[src/rtl/scan_defs.sv]
// Shared definitions for the digit scan sequencer: state encoding, digit
// geometry, the captured-frame payload and a nibble-select helper.
package scan_defs;

   localparam int unsigned NDIG   = 4;
   localparam int unsigned SEL_W  = 2;
   localparam int unsigned NIB_W  = 4;
   localparam int unsigned DATA_W = NDIG * NIB_W;

   typedef enum logic [1:0] {
      ST_IDLE  = 2'd0,
      ST_SHOW  = 2'd1,
      ST_BLANK = 2'd2
   } state_e;

   // Frame snapshot taken at every frame start
   typedef struct packed {
      logic [NDIG-1:0]   mask;
      logic [DATA_W-1:0] data;
   } shadow_t;

   // Nibble of digit s out of a packed four-digit word
   function automatic logic [NIB_W-1:0] nib_of(input logic [DATA_W-1:0] d,
                                              input logic [SEL_W-1:0]  s);
      return d[{s, 2'b00} +: NIB_W];
   endfunction

endpackage

[src/rtl/scan_timer.sv]
// Loadable down-counter used for both the dwell and the blanking interval.
// Ports:
//   clk, rst : clock and synchronous active-high reset
//   load     : load `value` into the counter this edge
//   value    : reload value (interval length minus one)
//   done     : counter has reached zero (decoded from the count register)
module scan_timer #(
   parameter int unsigned CNT_W = 16
) (
   input  logic             clk,
   input  logic             rst,
   input  logic             load,
   input  logic [CNT_W-1:0] value,
   output logic             done
);

   logic [CNT_W-1:0] cnt_q, cnt_d;

   // Load wins; otherwise count down and park at zero
   always_comb begin
      cnt_d = cnt_q;
      if (load) begin
         cnt_d = value;
      end else if (cnt_q != '0) begin
         cnt_d = cnt_q - CNT_W'(1);
      end
   end

   always_ff @(posedge clk) begin
      if (rst) begin
         cnt_q <= '0;
      end else begin
         cnt_q <= cnt_d;
      end
   end

   assign done = (cnt_q == '0);

endmodule

[src/rtl/digit_scan_ctrl.sv]
// Four-digit time-multiplexed scan sequencer for a 2-to-4 decoder display.
// Each digit is lit for DWELL cycles, followed by BLANK cycles with the
// decoder disabled so select changes never reach a lit digit.
// Ports:
//   clk, rst    : clock and synchronous active-high reset
//   run         : level-sensitive scan enable
//   data_in     : four nibbles, digit k in data_in[4k+3:4k]
//   mask        : per-digit lit enable
//   sel         : digit select to the decoder
//   en          : decoder enable
//   nibble      : data nibble of the selected digit
//   frame_start : one-cycle pulse on each frame capture
module digit_scan_ctrl
   import scan_defs::*;
#(
   parameter int unsigned CNT_W = 16,
   parameter int unsigned DWELL = 50000,
   parameter int unsigned BLANK = 500
) (
   input  logic              clk,
   input  logic              rst,
   input  logic              run,
   input  logic [DATA_W-1:0] data_in,
   input  logic [NDIG-1:0]   mask,
   output logic [SEL_W-1:0]  sel,
   output logic              en,
   output logic [NIB_W-1:0]  nibble,
   output logic              frame_start
);

   // Timer counts reload-1 down to zero, giving exactly N cycles per interval
   localparam logic [CNT_W-1:0] DWELL_LD = CNT_W'(DWELL - 1);
   localparam logic [CNT_W-1:0] BLANK_LD = CNT_W'(BLANK - 1);
   localparam logic [SEL_W-1:0] LAST_SEL = SEL_W'(NDIG - 1);

   state_e           state_q, state_d;
   logic [SEL_W-1:0] sel_q, sel_d;
   logic             en_q, en_d;
   logic [NIB_W-1:0] nibble_q, nibble_d;
   logic             fs_q, fs_d;
   shadow_t          shadow_q, shadow_d;

   logic             tmr_load;
   logic [CNT_W-1:0] tmr_value;
   logic             tmr_done;

   scan_timer #(.CNT_W(CNT_W)) u_timer (
      .clk   (clk),
      .rst   (rst),
      .load  (tmr_load),
      .value (tmr_value),
      .done  (tmr_done)
   );

   // Next-state and registered-output decode
   always_comb begin
      state_d   = state_q;
      sel_d     = sel_q;
      en_d      = 1'b0;
      nibble_d  = nibble_q;
      fs_d      = 1'b0;
      shadow_d  = shadow_q;
      tmr_load  = 1'b0;
      tmr_value = DWELL_LD;

      case (state_q)
         ST_IDLE: begin
            sel_d    = '0;
            nibble_d = '0;
            if (run) begin
               state_d       = ST_SHOW;
               shadow_d.mask = mask;
               shadow_d.data = data_in;
               fs_d          = 1'b1;
               tmr_load      = 1'b1;
               tmr_value     = DWELL_LD;
            end
         end
         ST_SHOW: begin
            // Dropping run aborts the dwell but still takes a full blank
            if (!run || tmr_done) begin
               state_d   = ST_BLANK;
               tmr_load  = 1'b1;
               tmr_value = BLANK_LD;
            end
         end
         ST_BLANK: begin
            if (tmr_done) begin
               if (!run) begin
                  state_d  = ST_IDLE;
                  sel_d    = '0;
                  nibble_d = '0;
               end else begin
                  state_d   = ST_SHOW;
                  tmr_load  = 1'b1;
                  tmr_value = DWELL_LD;
                  if (sel_q == LAST_SEL) begin
                     sel_d         = '0;
                     shadow_d.mask = mask;
                     shadow_d.data = data_in;
                     fs_d          = 1'b1;
                  end else begin
                     sel_d = sel_q + SEL_W'(1);
                  end
               end
            end
         end
         default: begin
            state_d  = ST_IDLE;
            sel_d    = '0;
            nibble_d = '0;
         end
      endcase

      // Lit digit follows the (possibly fresh) snapshot
      if (state_d == ST_SHOW) begin
         en_d     = shadow_d.mask[sel_d];
         nibble_d = nib_of(shadow_d.data, sel_d);
      end
   end

   always_ff @(posedge clk) begin
      if (rst) begin
         state_q  <= ST_IDLE;
         sel_q    <= '0;
         en_q     <= 1'b0;
         nibble_q <= '0;
         fs_q     <= 1'b0;
         shadow_q <= '0;
      end else begin
         state_q  <= state_d;
         sel_q    <= sel_d;
         en_q     <= en_d;
         nibble_q <= nibble_d;
         fs_q     <= fs_d;
         shadow_q <= shadow_d;
      end
   end

   assign sel         = sel_q;
   assign en          = en_q;
   assign nibble      = nibble_q;
   assign frame_start = fs_q;

endmodule
[config.mk]
export PLATFORM = sky130hd
export DESIGN_NAME = digit_scan_ctrl
export DESIGN_NICKNAME = d
export VERILOG_FILES = /design/src/rtl/scan_defs.sv /design/src/rtl/scan_timer.sv /design/src/rtl/digit_scan_ctrl.sv
export SDC_FILE = /design/constraint.sdc
export NUM_CORES = 1
export LEC_CHECK = 0
export CORE_MARGIN = 3
export CORE_UTILIZATION = 50
export CTS_BUF_LIST = sky130_fd_sc_hd__clkbuf_8
export DETAILED_ROUTE_END_ITERATION = 10
export HOLD_SLACK_MARGIN = 0.02
export PLACE_DENSITY = 0.82
export RECOVER_POWER = 50
export SKIP_CTS_REPAIR_TIMING = 1
export SLEW_MARGIN = 10
export SYNTH_ARGS = -nofsm -noshare
export SYNTH_HDL_FRONTEND = slang
export SYNTH_SLANG_ARGS = --single-unit
[constraint.sdc]
create_clock -name clk -period 3.1 [get_ports clk]
set_input_delay 0.31 -clock clk [delete_from_list [all_inputs] [get_ports clk]]
set_output_delay 0.31 -clock clk [all_outputs]
set_load 0.005 [all_outputs]
==> flow_summary.json, run 1 <==
{
  "ys_seq_elements": 46,
  "cpPeakStageDelay_ns": 0.50,
  "cp-end-kind": "flop",
  "netlist_area_um2": 2500,
  "grt_setup_unrepaired": "no",
  "async_flop_share_pct": 0,
  "max-vdd-ir-drop_mv": 0.303,
  "r2r_cells": 9,
  "post_dp_cell_area_um2": 2850,
  "die_y_um": 76.7,
  "worst_clock_skew_ns": 0.00692,
  "cts_tree": "done",
  "final_cell_area_um2": 2940,
  "path_max_fanout": 14,
  "antenna_found_initial": 0,
  "synth.top_cell.area_share_pct": 36.8,
  "grt_overflow": 0,
  "final_hold_viol_count": 0,
  "cp_cell_sequence": "inv_1 -> ha_1 -> nor3b_1 -> and4_1 -> a21oi_2 -> a22oi_1 -> mux2i_1 -> mux2_2 -> a22o_1",
  "fin_tns_setup_ns": 0,
  "clkTransAtPathRegs_ns": 0.09,
  "coreArea_um2": 4790,
  "p_leak_nw": 1.11,
  "synthFlopType": "dfxtp_1",
  "synth_cells": 281,
  "critPathTopFamily": "simple AND/OR/NAND/NOR gates",
  "post-synth-top-count-cell": "dfxtp_1",
  "antenna_cells": 0,
  "rr_startpoint": "u_timer.cnt_q[0]$_SDFFE_PP0P_",
  "crit_required_ns": 3.30,
  "cp-start-kind": "flop",
  "syn_nets": 310,
  "ant_nets": 0,
  "drt-pass1-iter-count": 4,
  "setup_viol": 0,
  "vias": 2199,
  "syn_to_final_growth_pct": 17.5,
  "drt_iter0_drc": 151,
  "post-route-period-util_pct": 93.1,
  "holdWs_ns": 0.486,
  "drc": 0,
  "fp.dieW_um": 76.7,
  "grt_start_max_net_pins": 26,
  "nNetsFinal": 338,
  "maxSlewHeadroom_pct": 55.2,
  "fin_ws_ns": 0.213,
  "pwr_density_cell_nw_per_um2": 554,
  "ys_top_cells_by_area": "dfxtp_1, a22oi_1, mux2i_1",
  "place_ws_ns": 0.305,
  "grt_util_all_layers_pct": 20.5,
  "status": "finished, final reports clean",
  "ff2ff_setup_slack_ns": 0.21,
  "synth-edff-count": 0,
  "worstHoldEndpoint": "shadow_q[11]$_SDFF_PP0_",
  "cts-htree-levels": 2,
  "min_period_ns": 2.89,
  "synth_common_cells": "dfxtp_1, nand2_1, nor2_1",
  "drive_above_1_share_pct": 10.6,
  "grt_first_pass_wirelength_um": 9930,
  "cts_max_path_buffers": 2,
  "hold_path.class": "reg2reg",
  "syn_area_per_cell_um2": 8.90,
  "maxCapViolCount": 0,
  "r2r-end": "nibble[2]$_SDFFE_PP0P_",
  "wl_per_cell_um": 15.1,
  "cp_slowest_cell": "and4_1",
  "io_buffers": 30,
  "ys_warn_count": 0,
  "synth_top_area_cell": "dfxtp_1",
  "ios": 31,
  "dp_hpwl_um": 4240,
  "hp-start": "shadow_q[11]$_SDFF_PP0_",
  "yosysUniqueCellTypes": 53,
  "p_total_w": 0.00163,
  "rows": 25,
  "cts_buffers": 5,
  "clock-root-buffer": "clkbuf_8",
  "routabilityCongestion": 0.873,
  "critPathArrivalTime_ns": 3.08,
  "viasPerCell": 5.83,
  "maxSlewViolCount": 0,
  "fp.dieArea_um2": 5890,
  "seq_area_frac_synth_pct": 36.8,
  "start_util_pct": 52.3,
  "path_class": "reg2reg",
  "grt_pass1_vias": 2194,
  "fmax_mhz": 346,
  "worst_pin_slew_ns": 0.669,
  "cts.sinks": 46,
  "wirelength_um": 5690,
  "cp_num_buf_inv": 1,
  "hold_path_depth": 2,
  "clock_latency_ns": 0.30
}
[per-stage QoR]
stage | utilization, % | std cells
3_5_place_dp | 59.5 | 369
5_1_grt | 61.4 | 377
4_1_cts | 61.4 | 377
6_report | 61.4 | 377
2_1_floorplan | - | 281
3_3_place_gp | 59.5 | 369
[worst register-to-register path: cells and delay by family (launching register included)]
kind / cells / cell delay, ns
buffers and inverters: 1 / 0.11
adder cells (fa/ha/maj): 1 / 0.29
flip-flops: 1 / 0.35
AND/OR/NAND/NOR: 2 / 0.96
AO/OA/AOI/OAI: 3 / 0.71
multiplexers: 2 / 0.36
[cell usage in the layout (no fill, tap or decap), types with 3 or more instances in the layout]
| master | synthesis | layout |
|---|---|---|
| nand3_1 | 12 | 12 |
| xor2_1 | 6 | 6 |
| mux2i_1 | 10 | 10 |
| nor2_1 | 23 | 23 |
| dfxtp_1 | 46 | 46 |
| ha_1 | 6 | 6 |
| xnor2_1 | 5 | 5 |
| a22o_1 | 4 | 4 |
| nor4_2 | 3 | 3 |
| a211o_1 | 3 | 3 |
| a22oi_1 | 14 | 14 |
| a21oi_1 | 18 | 18 |
| clkdlybuf4s50_1 | 0 | 22 |
| nor3b_1 | 4 | 4 |
| inv_1 | 6 | 6 |
| dlygate4sd3_1 | 0 | 8 |
| nor2b_1 | 8 | 8 |
| o21ai_0 | 6 | 6 |
| nor3_1 | 12 | 12 |
| o211ai_1 | 5 | 5 |
| clkbuf_8 | 0 | 5 |
| mux2_2 | 7 | 7 |
| nand4_1 | 6 | 6 |
| buf_4 | 1 | 5 |
| and3_1 | 4 | 4 |
| nand2_1 | 23 | 23 |
[registers in the layout (all words and copies together) (netlist names)]
name / count
u_timer.cnt_q: 16
state_q: 2
nibble: 4
en: 1
sel: 2
frame_start: 1
shadow_q: 20
[layer usage]
layer  up-vias  wire, µm  global-route usage, %  share of wire [%]
met4         0        80                   7.43                1.4
met3         8       313                   4.81                5.5
met2        61      2730                   34.4                 48
met5         -         0                      0                  0
li1       1087         -                      -                  -
met1      1043      2560                   25.6                 45
[area by class of cell]
type | instances | area [µm²]
fillers | 422 | 1850
inverters | 6 | 22.5
flip-flops and latches | 46 | 921
well taps | 67 | 83.8
clock buffers | 5 | 68.8
multi-input cells | 215 | 1480
clock inverters | 3 | 21.3
repair buffers | 35 | 338
[worst max-delay path by stage]
stage | from | endpoint | slack [ns] | cells past startpoint
global placement | u_timer.cnt_q[0]$_SDFFE_PP0P_ | nibble[2]$_SDFFE_PP0P_ | 0.44 | 9
global route | u_timer.cnt_q[0]$_SDFFE_PP0P_ | nibble[0]$_SDFFE_PP0P_ | 0.08 | 10
CTS | u_timer.cnt_q[0]$_SDFFE_PP0P_ | nibble[2]$_SDFFE_PP0P_ | 0.29 | 9
finish | u_timer.cnt_q[0]$_SDFFE_PP0P_ | nibble[2]$_SDFFE_PP0P_ | 0.21 | 9
detailed placement | u_timer.cnt_q[0]$_SDFFE_PP0P_ | nibble[2]$_SDFFE_PP0P_ | 0.30 | 9
floorplan | u_timer.cnt_q[0]$_SDFFE_PP0P_ | nibble[2]$_SDFFE_PP0P_ | 0.61 | 9
[kinds of logic after synthesis]
| logic type | after synthesis | share of synthesized area, % |
|---|---|---|
| DFF | 46 | 36.8 |
| AOI/OAI and AO/OA | 67 | 19.3 |
| muxes | 17 | 7.15 |
| xor gates and xnor gates | 11 | 3.85 |
| and+or+nand+nor | 114 | 26.0 |
| buffers and inverters | 20 | 3.85 |
| adders and majority gates | 6 | 3.00 |
[where the power goes]
part	leakage [nW]	switching [W]	internal, W
sequential	0.378	0.0000696	0.000663
clock	0.0441	0.000210	0.000159
combinational	0.693	0.000289	0.000237
(Power assumes the default switching activity.)
==> inputs of run 2 (changes only) <==
CAP_MARGIN = 20   (was not set)
==> results of run 2 <==
Final layout, timing and power as in run 1 (identical DEF).
==> inputs of run 3 (changes only) <==
clock period = 3.55 ns   (was 3.1 ns; I/O delays follow)
==> flow_summary.json, run 3 (synthesized netlist as in run 1, its figures left out) <==
{
  "p_total_w": 0.00149,
  "viasPerCell": 5.90,
  "maxSlewViolCount": 0,
  "final_common_cell": "dfxtp_1",
  "drc": 0,
  "antenna_cells": 0,
  "grt_util_all_layers_pct": 20.6,
  "wl_per_cell_um": 15.6,
  "drt_iter0_drc": 154,
  "ant_nets": 0,
  "p_leak_nw": 1.12,
  "worstHoldEndpoint": "nibble[1]$_SDFFE_PP0P_",
  "seq_power_share_pct": 43.0,
  "maxCapViolCount": 0,
  "r2r-end": "en$_SDFF_PP0_",
  "final_hold_viol_count": 0,
  "rows": 25,
  "sw_frac_of_total_pct": 33.2,
  "vias": 2220,
  "maxSlewHeadroom_pct": 48.6,
  "setup_viol": 0,
  "cts_buffers": 5,
  "clock-root-buffer": "clkbuf_8",
  "rr_startpoint": "u_timer.cnt_q[0]$_SDFFE_PP0P_",
  "pwr_density_cell_nw_per_um2": 504,
  "die_y_um": 76.7,
  "route.met3.wl_um": 325,
  "cts-htree-levels": 2,
  "cts_tree": "done",
  "clock_latency_ns": 0.30,
  "path_class": "reg2reg",
  "ff2ff_setup_slack_ns": 0.47,
  "comb_power_share_pct": 31.1,
  "cp-end-kind": "flop",
  "antenna_found_initial": 0,
  "min_period_ns": 3.08,
  "hp-start": "nibble[1]$_SDFFE_PP0P_",
  "hold_path.class": "reg2reg",
  "coreArea_um2": 4790,
  "fp.dieArea_um2": 5890,
  "post-route-period-util_pct": 86.7,
  "wirelength_um": 5870,
  "crit_required_ns": 3.80,
  "grt_overflow": 0,
  "syn_to_final_growth_pct": 17.9,
  "grt_setup_unrepaired": "no",
  "fmax_mhz": 325,
  "clkTransAtPathRegs_ns": 0.09,
  "nNetsFinal": 337,
  "layout_common_cells": "dfxtp_1, nor2_1, nand2_1",
  "worst_clock_skew_ns": 0.00644,
  "p_int_w": 0.000992,
  "start_util_pct": 52.3,
  "drt-pass1-iter-count": 6,
  "cp-start-kind": "flop",
  "grt_start_max_net_pins": 23,
  "grt_pass1_vias": 2155,
  "wl_met2_um": 2860,
  "cts_max_path_buffers": 2,
  "dr.max_layer_used": "met4",
  "ios": 31,
  "regMostFlops": "shadow_q",
  "p_clk_share_pct": 25.9,
  "worst_pin_slew_ns": 0.769,
  "cts.sinks": 46,
  "path_max_fanout": 15,
  "dp_hpwl_um": 4250,
  "fin_tns_setup_ns": 0,
  "p_switching_w": 0.000493,
  "routabilityCongestion": 0.855,
  "hold_path_depth": 1,
  "grt_first_pass_wirelength_um": 10100,
  "largest_reg_flops": 20,
  "status": "finished, final reports clean",
  "max-vdd-ir-drop_mv": 0.256,
  "wl_met1_um": 2610,
  "critPathArrivalTime_ns": 3.32,
  "io_buffers": 30,
  "drive_above_1_share_pct": 9.71,
  "r2r_cells": 9,
  "fp.dieW_um": 76.7
}
run 3: changes by cell type in the layout (fill, tap and decap cells not counted):
cell	before	now
bufinv_16	0	1
a22o_2	1	0
a22o_1	4	5
inv_1	6	7
buf_4	5	4
clkinv_4	1	0
clkinv_2	1	0
run 3: critical path: stages (launching register included):
cell	delay [ns]
dfxtp_1	0.34
inv_1	0.10
ha_1	0.31
nor3b_1	0.46
and4_1	0.52
a22o_1	0.53
a22oi_1	0.20
nor2b_1	0.19
a211oi_1	0.23
o21a_1	0.15
run 3: how the worst max path moves through the flow:
stage                                             start                endpoint  slack [ns]  depth (start not counted)
after detailed placement  u_timer.cnt_q[0]$_SDFFE_PP0P_  nibble[2]$_SDFFE_PP0P_        0.62                         10
final                     u_timer.cnt_q[0]$_SDFFE_PP0P_           en$_SDFF_PP0_        0.47                          9
after global placement                              run  nibble[3]$_SDFFE_PP0P_        0.70                          7
after CTS                 u_timer.cnt_q[0]$_SDFFE_PP0P_  nibble[2]$_SDFFE_PP0P_        0.61                         10
after floorplan           u_timer.cnt_q[0]$_SDFFE_PP0P_  nibble[2]$_SDFFE_PP0P_        1.06                          9
after global routing      u_timer.cnt_q[0]$_SDFFE_PP0P_           en$_SDFF_PP0_        0.22                          9
run 3: through the flow:
step	setup WS, ns	instance area, µm²	hold slack [ns]	std cells	utilization (%)
floorplan	1.06	2500	0.443	281	-
global placement	0.698	2840	0.469	368	59.4
detailed placement	0.617	2840	0.475	368	59.4
CTS	0.609	2950	0.495	376	61.7
global route	0.222	2950	0.519	376	61.6
finish	0.473	2950	0.486	376	61.6
run 3: layout make-up:
type                            count  area [µm²]
Fill cell                         398        1840
Multi-Input combinational cell    215        1480
Sequential cell                    46         921
Timing Repair Buffer               34         330
Tap cell                           67        83.8
Clock buffer                        5        68.8
Clock inverter                      3        41.3
Inverter                            6        22.5
run 3: layer usage:
metal	up-vias	GRT usage (%)
met5	-	0
met4	0	7.25
met3	7	4.58
met2	70	34.0
met1	1053	26.5
li1	1090	-
run 3: power by group through the flow:
stage | clock, W | combinational (W) | sequential (W)
final | 0.000385 | 0.000462 | 0.000639
after global routing | 0.000412 | 0.000513 | 0.000647
after CTS | 0.000393 | 0.000461 | 0.000638
after detailed placement | 0 | 0.000459 | 0.000649
after global placement | 0 | 0.000450 | 0.000648
after floorplan | 0 | 0.000353 | 0.000638
